File: src/rtl/gcd_stein.sv
// Binary (Stein) GCD with val/rdy operand and result handshakes.
// Optional CALC cycle-count output, enabled by defining GCD_CYCLE_COUNT_EN.
module gcd_stein #(
  parameter int W = 16
) (
  input  logic         clk,
  input  logic         reset,
  input  logic [W-1:0] operands_bits_A,
  input  logic [W-1:0] operands_bits_B,
  input  logic         operands_val,
  output logic         operands_rdy,
  output logic [W-1:0] result_bits_data,
  output logic         result_val,
  input  logic         result_rdy,
  output logic         busy
`ifdef GCD_CYCLE_COUNT_EN
  ,
  output logic [$clog2(4*W+2)-1:0] result_cycles
`endif
);

  // state | meaning
  // IDLE  | waiting for operands, operands_rdy high
  // CALC  | one Stein reduction step per cycle
  // DONE  | result valid, waiting for result_rdy
  typedef enum logic [1:0] {IDLE, CALC, DONE} state_t;

  localparam int KW = $clog2(W+1);

  state_t         state_q, state_d;
  logic [W-1:0]   a_q, a_d;
  logic [W-1:0]   b_q, b_d;
  logic [KW-1:0]  k_q, k_d;
  logic [W-1:0]   res_q, res_d;

`ifdef GCD_CYCLE_COUNT_EN
  localparam int CW = $clog2(4*W+2);
  logic [CW-1:0]  cnt_q, cnt_d;
  logic [CW-1:0]  rcyc_q, rcyc_d;
`endif

  always_ff @(posedge clk or negedge reset) begin
    if (!reset) begin
      state_q <= IDLE;
      a_q     <= '0;
      b_q     <= '0;
      k_q     <= '0;
      res_q   <= '0;
`ifdef GCD_CYCLE_COUNT_EN
      cnt_q   <= '0;
      rcyc_q  <= '0;
`endif
    end else begin
      state_q <= state_d;
      a_q     <= a_d;
      b_q     <= b_d;
      k_q     <= k_d;
      res_q   <= res_d;
`ifdef GCD_CYCLE_COUNT_EN
      cnt_q   <= cnt_d;
      rcyc_q  <= rcyc_d;
`endif
    end
  end

  always_comb begin
    state_d = state_q;
    a_d     = a_q;
    b_d     = b_q;
    k_d     = k_q;
    res_d   = res_q;
`ifdef GCD_CYCLE_COUNT_EN
    cnt_d   = cnt_q;
    rcyc_d  = rcyc_q;
`endif
    case (state_q)
      IDLE: begin
        if (operands_val) begin
          a_d     = operands_bits_A;
          b_d     = operands_bits_B;
          k_d     = '0;
          state_d = CALC;
`ifdef GCD_CYCLE_COUNT_EN
          cnt_d   = '0;
`endif
        end
      end
      CALC: begin
`ifdef GCD_CYCLE_COUNT_EN
        cnt_d = cnt_q + CW'(1);
`endif
        if (b_q == '0) begin
          res_d   = a_q << k_q;
          state_d = DONE;
`ifdef GCD_CYCLE_COUNT_EN
          rcyc_d  = cnt_q + CW'(1);
`endif
        end else if (a_q == '0) begin
          res_d   = b_q << k_q;
          state_d = DONE;
`ifdef GCD_CYCLE_COUNT_EN
          rcyc_d  = cnt_q + CW'(1);
`endif
        end else if (!a_q[0] && !b_q[0]) begin
          a_d = a_q >> 1;
          b_d = b_q >> 1;
          k_d = k_q + KW'(1);
        end else if (!a_q[0]) begin
          a_d = a_q >> 1;
        end else if (!b_q[0]) begin
          b_d = b_q >> 1;
        end else if (a_q < b_q) begin
          // both odd: keep the smaller, replace the other with the (even) difference
          b_d = b_q - a_q;
        end else begin
          a_d = b_q;
          b_d = a_q - b_q;
        end
      end
      DONE: begin
        if (result_rdy) state_d = IDLE;
      end
      default: state_d = IDLE;
    endcase
  end

  assign operands_rdy     = (state_q == IDLE);
  assign busy             = (state_q == CALC);
  assign result_val       = (state_q == DONE);
  assign result_bits_data = res_q;
`ifdef GCD_CYCLE_COUNT_EN
  assign result_cycles    = rcyc_q;
`endif

endmodule

File: config.mk
export PLATFORM = sky130hd
export DESIGN_NAME = gcd_stein
export DESIGN_NICKNAME = d
export VERILOG_FILES = /design/src/rtl/gcd_stein.sv
export SDC_FILE = /design/constraint.sdc
export NUM_CORES = 1
export LEC_CHECK = 0
export BUFFER_PORTS_ARGS = -buffer_cell sky130_fd_sc_hd__buf_2
export CAP_MARGIN = 30
export CORE_MARGIN = 10
export CORE_UTILIZATION = 45
export DETAILED_ROUTE_END_ITERATION = 7
export GPL_TIMING_DRIVEN = 0
export PLACE_DENSITY = 0.66
export SYNTH_ARGS = -nofsm -noshare
export SYNTH_HDL_FRONTEND = slang
export SYNTH_SLANG_ARGS = --single-unit
File: constraint.sdc
create_clock -name clk -period 2.9 [get_ports clk]
set_input_delay 0.145 -clock clk [delete_from_list [all_inputs] [get_ports clk]]
set_output_delay 0.145 -clock clk [all_outputs]
set_load 0.02 [all_outputs]
==> results.py <==
metrics = {
    "cts": {
        "cts_buffers": 5,
        "clock_sinks": 55,
        "clk_latency_ns": 0.32,
        "cts_buffer_depth": 2,
        "htree_levels": 2,
        "clockRootBuffer": "clkbuf_8",
        "clk_pin_slew_ns": 0.10,
        "cts_tree": "done",
    },
    "cells_and_area": {
        "fin_nets": 787,
        "drive_above_1_share_pct": 26.98,
        "final_area_um2": 6027,
        "diodes": 0,
        "final_cell_mix": "a21oi_1 (90), nor2_1 (63), buf_2 (61)",
        "area_growth_pct": 22.23,
        "finish.utilization_pct": 55.84,
        "final_common_cell": "a21oi_1",
    },
    "synthesis": {
        "syn_area_per_cell_um2": 7.940,
        "synth_area_um2": 4931,
        "synth_edf_count": 0,
        "ys_warn_count": 0,
        "synth_fp_nets": 689,
        "ys_seq_elements": 55,
        "ys_seq_area_share_pct": 27.91,
        "syn_inst": 621,
        "synthDistinctLibCells": 57,
        "ys.flop_type": "dfrtp_1",
        "synthArstFlopShare_pct": 100.0,
    },
    "sta": {
        "slew-limit-headroom_pct": 47.03,
        "hold_slack_ns": 0.008481,
        "fin_worst_skew_ns": 0.008689,
        "drv_slew": 0,
        "grt_setup_unrepaired": "yes",
        "finalCriticalPeriod_ns": 3.055,
        "min_period_over_period_pct": 105.3,
        "max_freq_mhz": 327.3,
        "finalSetupViolations": 6,
        "layout_setup_ws_ns": -0.1550,
        "hold_viol": 0,
        "worst_pin_slew_ns": 0.7945,
    },
    "hold_path": {
        "hold_path_class": "in -> reg",
        "hold_start": "result_rdy",
        "hold_depth": 2,
        "holdPathEnd": "state_q[1]",
    },
    "drt": {
        "ant_nets": 0,
        "top_layer_used": "met4",
        "via_per_inst": 6.037,
        "first_iter_violations": 645,
        "wl_met1_mm": 7.155,
        "drtPass1Iterations": 7,
        "wl_met3_mm": 1.433,
        "drcViolationCount": 0,
        "wl_per_cell_um": 19.36,
        "routed_wl_mm": 16.63,
        "route.met2.wl_mm": 7.643,
        "vias": 5186,
    },
    "power_and_ir_drop": {
        "p_leak_nw": 2.893,
        "vdd_drop_max_v": 0.0006852,
        "power.density_nw_per_um2": 1469,
    },
    "setup_path": {
        "crit_path_end_kind": "register",
        "r2r_end": "b_q[14]",
        "startpoint_type": "register",
        "slowest_delay_ns": 0.41,
        "crit_family": "compound AO/OA/AOI/OAI gates",
        "r2r_setup_slack_ns": -0.15,
        "crit_fanout": 6,
        "crit_path_start": "a_q[0]",
        "critical_path_class": "reg -> reg",
        "cpMostUsedCell": "buf_4",
        "worst-path-buf-inv": 3,
        "rr_worst_depth": 14,
        "rr_startpoint": "a_q[0]",
        "cp_cell_sequence": "buf_4 -> nor2b_4 -> fa_2 -> nor2b_2 -> o31a_1 -> o21ai_4 -> a31oi_4 -> buf_8 -> buf_4 -> o211ai_1 -> o41ai_4 -> xnor2_1 -> a211oi_2 -> a311o_1",
        "arrival_ns": 3.26,
        "worstPathRequired_ns": 3.10,
        "crit_path_top_delay_cell": "dfrtp_1",
    },
    "placement": {
        "dp_hpwl_mm": 12.00,
        "gp_congestion": 0.9140,
        "place_area_um2": 5425,
        "io_buffers": 54,
    },
    "floorplanning": {
        "die_h_um": 124.7,
        "io_pins": 55,
        "start_util_pct": 45.69,
        "core_um2": 10790,
        "dieWidth_um": 124.7,
        "die-area_um2": 15550,
        "num_rows": 38,
    },
    "run": {
        "cap_viol_max_count": 0,
    },
    "global_route": {
        "grt_overflow_total": 0,
        "grt_usage_pct": 20.15,
        "grt_max_degree": 35,
        "antenna_found_initial": 0,
        "grt_pass1_vias": 4919,
        "grt_pass1_wl_mm": 26.21,
    },
    "outcome": {
        "failed_checks": "setup timing",
        "status": "complete, but fails checks",
    },
}
==> kinds of logic after synthesis <==
group,after synthesis,synth area share (%)
AO/OA/AOI/OAI,215,27.35
AND/OR/NAND/NOR,170,15.66
buffers and inverters,84,7.434
flip-flops,55,27.91
multiplexers,49,10.38
adder cells (fa/ha/maj),32,8.424
XOR/XNOR,16,2.842
==> cell type report <==
type,count,area [um2]
buffer,41,226.5
clock buffer,6,72.57
clock inverter,1,30.03
fill,1024,4766
inverter,40,150.1
multi-input combinational,482,3363
sequential,55,1409
tap,140,175.2
timing repair buffer,94,600.6
==> worst max-delay path by stage <==
stage                   end  slack, ns  cells past startpoint
global placement    b_q[13]      -0.39                     12
finish              b_q[14]      -0.15                     14
global route        b_q[13]      -0.26                     12
CTS                 b_q[13]      -0.16                     12
detailed placement  b_q[13]      -0.39                     12
floorplan           b_q[13]      0.003                     12
==> cell usage after synthesis (2+ instances only) <==
master / number / area [um2]
inv_1: 39 / 146.4
clkbuf_1: 22 / 82.58
a32o_1: 2 / 20.02
nand4_1: 6 / 37.54
buf_2: 13 / 65.06
and4_1: 2 / 17.52
buf_4: 4 / 30.03
o221ai_1: 4 / 35.03
o31a_1: 2 / 17.52
or2_2: 2 / 12.51
ha_1: 30 / 375.4
or3_1: 2 / 12.51
a21oi_1: 91 / 455.4
nor2_1: 63 / 236.5
a31oi_1: 6 / 37.54
dfrtp_1: 55 / 1376
a211oi_1: 14 / 105.1
o31ai_1: 4 / 30.03
o21a_1: 7 / 52.55
o21bai_1: 2 / 15.01
nand2b_1: 4 / 25.02
nor4_1: 13 / 81.33
mux2_2: 6 / 67.56
a221oi_1: 2 / 17.52
a21oi_2: 2 / 17.52
xnor2_1: 8 / 70.07
a221oi_2: 2 / 30.03
mux2i_1: 41 / 410.4
o21ai_0: 47 / 235.2
fa_1: 2 / 40.04
nor3_1: 7 / 35.03
and2_1: 4 / 25.02
nand3_1: 4 / 20.02
buf_1: 2 / 7.510
a21o_1: 12 / 90.09
o211ai_1: 9 / 67.56
nor2b_1: 8 / 50.05
xor2_1: 8 / 70.07
nand2_1: 52 / 195.2
==> power by group <==
group	leakage (nW)	internal (mW)	switching [mW]
combinational	2.17	3.04	3.89
sequential	0.669	1.06	0.356
clock	0.0513	0.254	0.263
==> routing by layer <==
| metal | GRT usage, % | vias to the layer above |
|---|---|---|
| met1 | 27.64 | 2484 |
| met5 | 0 | - |
| met3 | 3.404 | 29 |
| li1 | - | 2414 |
| met2 | 31.23 | 259 |
| met4 | 6.511 | 0 |
==> what timing repair did <==
item	CTS	global route
pin swaps	9	23
hold buffers	1	0
endpoints found under the hold margin	21	0
setup buffers	23	15
gates resized for setup	38	45
endpoints found under the setup margin	27	33
==> per-stage QoR <==
step	TNS (ns)	instances	power, mW	setup slack (ns)
3_3_place_gp	-2.854	815	6.905	-0.3862
5_1_grt	-1.932	859	9.529	-0.2638
6_report	-0.4850	859	8.853	-0.1550
3_5_place_dp	-4.603	816	7.033	-0.3915
2_1_floorplan	0	621	5.677	0.003295
4_1_cts	-0.2830	846	8.134	-0.1610
==> registers in the layout, indices dropped and copies added, names as in the netlist <==
signal            count
state_q               2
result_bits_data     16
b_q                  16
k_q                   5
a_q                  16
Power figures use the tool's default switching activity.
